--- config.mk ---
export PLATFORM = sky130hd
export DESIGN_NAME = priority_arb
export DESIGN_NICKNAME = d
export VERILOG_FILES = /design/src/rtl/priority_pkg.sv /design/src/rtl/prio_find_first.sv /design/src/rtl/priority_arb.sv
export SDC_FILE = /design/constraint.sdc
export NUM_CORES = 1
export LEC_CHECK = 0
export BUFFER_PORTS_ARGS = -buffer_cell sky130_fd_sc_hd__clkbuf_2
export CORE_MARGIN = 4
export CORE_UTILIZATION = 40
export DETAILED_ROUTE_END_ITERATION = 10
export PLACE_DENSITY = 0.78
export SYNTH_ARGS = -nofsm -noshare
export SYNTH_HDL_FRONTEND = slang
export SYNTH_SLANG_ARGS = --single-unit
export TNS_END_PERCENT = 10
--- constraint.sdc ---
create_clock -name clk -period 1 [get_ports clk]
set_input_delay 0.05 -clock clk [delete_from_list [all_inputs] [get_ports clk]]
set_output_delay 0.05 -clock clk [all_outputs]
set_load 0.01 [all_outputs]
--- src/rtl/priority_pkg.sv ---
// rtl/priority_pkg.sv - shared constants and bit-vector helpers for the priority arbiter family
//
// Contents:
//   DEFAULT_N      default number of request lines
//   MAX_N          widest vector the helper functions accept (callers zero-extend)
//   onehot_to_idx  one-hot vector -> bit index (OR of set-bit indices)
//   popcount       number of set bits in a vector
// These helpers are also used by priority_enc.

package priority_pkg;

    localparam int DEFAULT_N = 8;
    localparam int MAX_N     = 64;

    // OR-reduction encoder: exact for a one-hot input, returns 0 for all-zero.
    function automatic int onehot_to_idx(input logic [MAX_N-1:0] onehot);
        int idx;
        idx = 0;
        for (int i = 0; i < MAX_N; i++) begin
            if (onehot[i]) begin
                idx = idx | i;
            end
        end
        return idx;
    endfunction

    function automatic int popcount(input logic [MAX_N-1:0] vec);
        int cnt;
        cnt = 0;
        for (int i = 0; i < MAX_N; i++) begin
            cnt = cnt + int'(vec[i]);
        end
        return cnt;
    endfunction

endpackage

--- src/rtl/prio_find_first.sv ---
// rtl/prio_find_first.sv - combinational lowest-set-bit finder
//
// Parameters:
//   N      vector width (>= 2)
// Ports:
//   vec    input  [N-1:0]  vector to search, bit 0 first
//   found  output          at least one bit of vec is set
//   idx    output [W-1:0]  index of the lowest set bit (0 when found=0)

module prio_find_first
    import priority_pkg::*;
#(
    parameter  int N = DEFAULT_N,
    localparam int W = $clog2(N)
) (
    input  logic [N-1:0] vec,
    output logic         found,
    output logic [W-1:0] idx
);

    // Scan from the top down so the last hit written is the lowest set bit.
    always_comb begin
        found = |vec;
        idx   = '0;
        for (int i = N - 1; i >= 0; i--) begin
            if (vec[i]) begin
                idx = W'(i);
            end
        end
    end

endmodule

--- src/rtl/priority_arb.sv ---
// rtl/priority_arb.sv - registered priority arbiter with valid/ready output handshake
//
// Build option: define PRIORITY_ARB_RR_EN for round-robin arbitration;
// otherwise fixed priority (bit 0 highest) with no pointer state.
//
// Parameters:
//   N            number of request lines (>= 2)
//   IDX_REVERSE  1: out_idx = N-1-winner (legacy encoding), 0: out_idx = winner
// Ports:
//   clk        input           clock, rising edge
//   rst        input           asynchronous active-low reset
//   req        input  [N-1:0]  request vector
//   out_ready  input           consumer accepts the current result
//   out_valid  output          registered result holds at least one request
//   out_idx    output [W-1:0]  encoded winner index
//   out_grant  output [N-1:0]  one-hot winner, zero when out_valid=0
//   out_multi  output          more than one request was set at capture

module priority_arb
    import priority_pkg::*;
#(
    parameter  int N           = DEFAULT_N,
    parameter  int IDX_REVERSE = 1,
    localparam int W           = $clog2(N)
) (
    input  logic         clk,
    input  logic         rst,
    input  logic [N-1:0] req,
    input  logic         out_ready,
    output logic         out_valid,
    output logic [W-1:0] out_idx,
    output logic [N-1:0] out_grant,
    output logic         out_multi
);

    logic         load;
    logic         transfer;
    logic         found;
    logic [W-1:0] win;
    logic [W-1:0] idx_enc;

    // A new result may be captured whenever the output slot is empty or is
    // being drained this cycle, giving one result per cycle back to back.
    assign load     = !out_valid || out_ready;
    assign transfer = out_valid && out_ready;

`ifdef PRIORITY_ARB_RR_EN
    logic [W-1:0] ptr;
    logic [W-1:0] ptr_eff;
    logic [W-1:0] held_win;
    logic [W-1:0] held_next;
    logic [N-1:0] masked;
    logic         found_m;
    logic         found_u;
    logic [W-1:0] idx_m;
    logic [W-1:0] idx_u;

    // The winner being handed off is recovered from the registered grant,
    // so no separate raw-index register is needed.
    assign held_win  = W'(onehot_to_idx(MAX_N'(out_grant)));
    assign held_next = (held_win == W'(N - 1)) ? '0 : held_win + 1'b1;

    // The capture that coincides with a transfer must already see the
    // advanced pointer, otherwise a saturated request vector would grant
    // each line twice in a row.
    assign ptr_eff = transfer ? held_next : ptr;
    assign masked  = req & ~((N'(1) << ptr_eff) - N'(1));

    prio_find_first #(.N(N)) u_find_masked (
        .vec   (masked),
        .found (found_m),
        .idx   (idx_m)
    );

    prio_find_first #(.N(N)) u_find_all (
        .vec   (req),
        .found (found_u),
        .idx   (idx_u)
    );

    // Masked hit means a request at or above the pointer; otherwise wrap.
    assign found = found_m | found_u;
    assign win   = found_m ? idx_m : idx_u;

    always_ff @(posedge clk or negedge rst) begin
        if (!rst) begin
            ptr <= '0;
        end else if (transfer) begin
            ptr <= held_next;
        end
    end
`else
    prio_find_first #(.N(N)) u_find (
        .vec   (req),
        .found (found),
        .idx   (win)
    );
`endif

    assign idx_enc = (IDX_REVERSE != 0) ? (W'(N - 1) - win) : win;

    always_ff @(posedge clk or negedge rst) begin
        if (!rst) begin
            out_valid <= 1'b0;
            out_idx   <= '0;
            out_grant <= '0;
            out_multi <= 1'b0;
        end else if (load) begin
            out_valid <= found;
            out_idx   <= found ? idx_enc : '0;
            out_grant <= found ? (N'(1) << win) : '0;
            out_multi <= (popcount(MAX_N'(req)) >= 2);
        end
    end

endmodule

==> impl_results.html <==
<table>
<tr><th>Metric</th><th>Value</th></tr>
<tr><th colspan="2">Run status</th></tr>
<tr><td>Result of the run</td><td>complete, but fails checks</td></tr>
<tr><td>Failing checks</td><td>negative setup slack</td></tr>
<tr><th colspan="2">Drt</th></tr>
<tr><td>Max Used Layer</td><td>met4</td></tr>
<tr><td>Detail Route met3 WL</td><td>101 um</td></tr>
<tr><td>Routed via count divided by cell count</td><td>4.95</td></tr>
<tr><td>Count of vias placed by the detailed router</td><td>787</td></tr>
<tr><td>Detailed-route wire length per cell</td><td>12.0 um</td></tr>
<tr><td>Number of DRC violations after detailed routing</td><td>0</td></tr>
<tr><td>Routed Wire Length</td><td>1910 um</td></tr>
<tr><td>Wl on met1</td><td>768 um</td></tr>
<tr><td>Detailed Route Iter0 Violations</td><td>5</td></tr>
<tr><td>Pre-antenna DRT Iters</td><td>4</td></tr>
<tr><td>Routed Antenna Nets</td><td>0</td></tr>
<tr><td>Met2 layer wire length in the routed design</td><td>1000 um</td></tr>
<tr><th colspan="2">Global route</th></tr>
<tr><td>Number of global-route vias before repair</td><td>803</td></tr>
<tr><td>Total overflow reported by the global router</td><td>0</td></tr>
<tr><td>Initial antenna violation count</td><td>0</td></tr>
<tr><td>GRT Total Usage</td><td>0.164</td></tr>
<tr><td>Largest net degree at the start of global routing</td><td>14</td></tr>
<tr><td>Wire length of the first global-routing pass</td><td>3360 um</td></tr>
<tr><th colspan="2">Worst setup path</th></tr>
<tr><td>Start point of the critical path</td><td>req[0]</td></tr>
<tr><td>Setup CP Type</td><td>in -&gt; reg</td></tr>
<tr><td>Last element of the critical path</td><td>out_multi$_DFFE_PN0P_</td></tr>
<tr><td>R2r worst-path depth</td><td>5</td></tr>
<tr><td>Worst-path fanout max</td><td>2</td></tr>
<tr><td>WP data arrival</td><td>2540 ps</td></tr>
<tr><td>Crit path buf inv count</td><td>3</td></tr>
<tr><td>R2R Path Start</td><td>out_valid$_DFFE_PN0P_</td></tr>
<tr><td>Crit-path max cell delay</td><td>530 ps</td></tr>
<tr><td>Cell type with the highest occurrence count on the critical path</td><td>fa_1</td></tr>
<tr><td>Category of the worst setup path capture point</td><td>flop</td></tr>
<tr><td>Terminus of the critical flop-to-flop path</td><td>out_grant[1]$_DFFE_PN0P_</td></tr>
<tr><td>Standard cell with the maximum stage delay on the critical path</td><td>fa_1</td></tr>
<tr><td>Crit path required time</td><td>1200 ps</td></tr>
<tr><td>Category of cells accounting for the largest share of critical-path delay</td><td>adder cells</td></tr>
<tr><td>Cell Chain, Critical Path</td><td>clkbuf_2, fa_1, inv_1, fa_1, fa_1, inv_1, ha_2, fa_1, nor2_1, a21oi_1</td></tr>
<tr><td>Critical path launch point type</td><td>input port</td></tr>
<tr><td>Register-to-register setup slack</td><td>-90 ps</td></tr>
<tr><td>Stages on worst setup path</td><td>10</td></tr>
<tr><th colspan="2">Die</th></tr>
<tr><td>Number of top-level pins</td><td>24</td></tr>
<tr><td>Placement Rows</td><td>16</td></tr>
<tr><td>Vertical extent of the die</td><td>53.4 um</td></tr>
<tr><td>Die width</td><td>53.4 um</td></tr>
<tr><td>Initial Utilization</td><td>0.421</td></tr>
<tr><td>Core Footprint</td><td>1960 um2</td></tr>
<tr><td>Floorplan die area</td><td>2860 um2</td></tr>
<tr><th colspan="2">Cells and area</th></tr>
<tr><td>Final standard cell utilization of the core</td><td>0.629</td></tr>
<tr><td>Fraction of layout cells with a size suffix above 1</td><td>0.515</td></tr>
<tr><td>Most frequent cells in the layout</td><td>clkbuf_2 (23), buf_4 (19), dfrtp_1 (13)</td></tr>
<tr><td>Antenna diode count</td><td>0</td></tr>
<tr><td>Area overhead of the layout relative to synthesis</td><td>49.4%</td></tr>
<tr><td>Number of nets at the end of the flow</td><td>152</td></tr>
<tr><td>Commonest non-fill, non-tap cell in the layout</td><td>clkbuf_2</td></tr>
<tr><th colspan="2">Synth</th></tr>
<tr><td>Library cells used by synthesis</td><td>28</td></tr>
<tr><td>Nets in the synthesized netlist</td><td>102</td></tr>
<tr><td>Number of warnings reported in the yosys synthesis log</td><td>0</td></tr>
<tr><td>Register area share after synthesis</td><td>0.394</td></tr>
<tr><td>Number of standard cells after synthesis</td><td>83</td></tr>
<tr><td>Flop and latch count out of synthesis</td><td>13</td></tr>
<tr><td>Avg Synthesized Cell Area</td><td>9.95 um2</td></tr>
<tr><td>Netlist Area Pre-Place</td><td>826 um2</td></tr>
<tr><th colspan="2">Timing</th></tr>
<tr><td>Clock Skew</td><td>3.32 ps</td></tr>
<tr><td>Unrepaired setup endpoints after global routing</td><td>yes</td></tr>
<tr><td>Least-Margin Pin Slew</td><td>501 ps</td></tr>
<tr><td>Post-route worst setup slack</td><td>-1340 ps</td></tr>
<tr><td>Share of the clock period used by the worst path after layout</td><td>2.34</td></tr>
<tr><td>Number of endpoints with negative hold slack in the final report</td><td>0</td></tr>
<tr><td>Count of final setup violators</td><td>6</td></tr>
<tr><td>Fin crit period</td><td>2340 ps</td></tr>
<tr><td>Final-layout worst hold slack</td><td>166 ps</td></tr>
<tr><td>Highest clock frequency the design can meet</td><td>427 MHz</td></tr>
<tr><td>Max-slew violations</td><td>0</td></tr>
<tr><td>Setup_tns</td><td>-1570 ps</td></tr>
<tr><td>Tightest slew margin relative to the limit</td><td>0.663</td></tr>
<tr><th colspan="2">Power and ir drop</th></tr>
<tr><td>Total leakage power</td><td>0.625 nW</td></tr>
<tr><td>Combinational Power Share</td><td>0.334</td></tr>
<tr><td>Net Sw Frac</td><td>0.315</td></tr>
<tr><td>Worst IR drop on VDD</td><td>0.631 mV</td></tr>
<tr><td>Net switching component of the power</td><td>0.430 mW</td></tr>
<tr><td>Proportion of power drawn by flip-flops and latches</td><td>0.430</td></tr>
<tr><td>Total power consumption of the routed design</td><td>1.37 mW</td></tr>
<tr><td>Internal power</td><td>0.936 mW</td></tr>
<tr><td>Proportion of power drawn by the clock network</td><td>0.236</td></tr>
<tr><td>Cell area power density</td><td>1110 nW/um2</td></tr>
<tr><th colspan="2">Placed design</th></tr>
<tr><td>Routability-driven placement congestion ratio</td><td>0.757</td></tr>
<tr><td>Input/output buffers</td><td>23</td></tr>
<tr><td>HPWL after DPL</td><td>1590 um</td></tr>
<tr><th colspan="2">Clock network</th></tr>
<tr><td>Clock edge transition at the registers on the reported setup and hold paths</td><td>70 ps</td></tr>
<tr><td>Total setup buffers inserted after CTS</td><td>0</td></tr>
<tr><td>H-tree levels</td><td>1</td></tr>
<tr><td>Maximum clock insertion buffer count</td><td>2</td></tr>
<tr><td>Master cell of the clock root buffer</td><td>clkbuf_4</td></tr>
<tr><td>CTS Buf Count</td><td>3</td></tr>
<tr><td>TritonCTS clock tree</td><td>built</td></tr>
<tr><td>Clock latency reported for the late side of the worst-skew pair</td><td>270 ps</td></tr>
<tr><td>Clock Sinks</td><td>13</td></tr>
<tr><th colspan="2">Min path</th></tr>
<tr><td>HP Class</td><td>in -&gt; reg</td></tr>
<tr><th colspan="2">Flow run</th></tr>
<tr><td>Max-Cap Viols</td><td>0</td></tr>
</table>
==> flip-flops by register name (all words and copies together) (netlist names) <==
register   count
out_multi      1
out_valid      1
out_grant      8
out_idx        3
==> kinds of logic (layout without fill, tap and decap cells) <==
| group | Yosys count | after routing | synth area share |
|---|---|---|---|
| and+or+nand+nor | 28 | 28 | 0.179 |
| buffers and inverters | 11 | 60 | 0.0621 |
| muxes | 1 | 1 | 0.0136 |
| AOI/OAI and AO/OA | 22 | 22 | 0.194 |
| DFF | 13 | 13 | 0.394 |
| adders and majority gates | 8 | 8 | 0.158 |
==> metal layers <==
layer,GRT usage,vias up
met1,0.189,367
met5,0,-
met2,0.280,28
met4,0.102,0
met3,0.0254,4
li1,-,388
==> through the flow <==
step           setup slack (ps)  cells  area (um2)
2_1_floorplan             -1430     83         828
3_5_place_dp              -1650    154        1130
6_report                  -1340    159        1230
3_3_place_gp              -1560    154        1130
4_1_cts                   -1360    159        1190
5_1_grt                   -1470    159        1230
==> how the worst min path moves through the flow <==
stage | slack, ps | end | cells past startpoint | start
global route | 210 | out_grant[2]$_DFFE_PN0P_ | 4 | req[2]
floorplan | -250 | out_grant[0]$_DFFE_PN0P_ | 0 | rst
global placement | -50 | out_grant[1]$_DFFE_PN0P_ | 1 | rst
CTS | 180 | out_grant[2]$_DFFE_PN0P_ | 4 | req[2]
finish | 170 | out_grant[2]$_DFFE_PN0P_ | 4 | req[2]
detailed placement | -40 | out_idx[0]$_DFFE_PN0P_ | 1 | rst
==> worst min-delay path, cell delays in order <==
cell and delay (ps):
clkbuf_2 100, buf_4 130, nand3_1 60, nand2_1 60
==> timing repair <==
action                                  in CTS  in global routing
hold buffers                                 1                  0
endpoints found under the hold margin       13                  0
endpoints found under the setup margin      12                 14
pin swaps                                    2                  7
resized for setup                            6                 10
==> cells in the mapped netlist, drive strengths merged <==
cell	count	area, um2
clkbuf	1	13.8
a31oi	3	18.8
nand4	1	6.26
a211oi	1	7.51
nor4	1	21.3
and3	1	7.51
o31ai	5	42.5
nor2b	1	6.26
a21boi	1	7.51
nor2	8	32.5
nand2	10	37.5
mux2	1	11.3
ha	4	50.1
o21ai	4	20.0
a21oi	4	27.5
fa	4	80.1
o31a	1	8.76
o21ba	1	10.0
dfrtp	13	325
inv	10	37.5
a22o	2	17.5
nand3	3	15.0
nand4b	1	8.76
nand2b	2	12.5
==> power by group through the flow <==
stage	Clock [mW]	Combinational [mW]	Sequential, mW
finish	0.322	0.456	0.587
global route	0.346	0.534	0.592
CTS	0.328	0.452	0.587
detailed placement	0	0.438	0.598
global placement	0	0.411	0.595
floorplan	0	0.214	0.616
==> layout make-up <==
cell class                      instances  area, um2
Fill cell                             189        728
Timing Repair Buffer                   46        302
Clock buffer                            4       26.3
Inverter                               10       37.5
Tap cell                               27       33.8
Multi-Input combinational cell         59        509
Sequential cell                        13        325
Note: power is estimated with default switching activity, not from simulation.
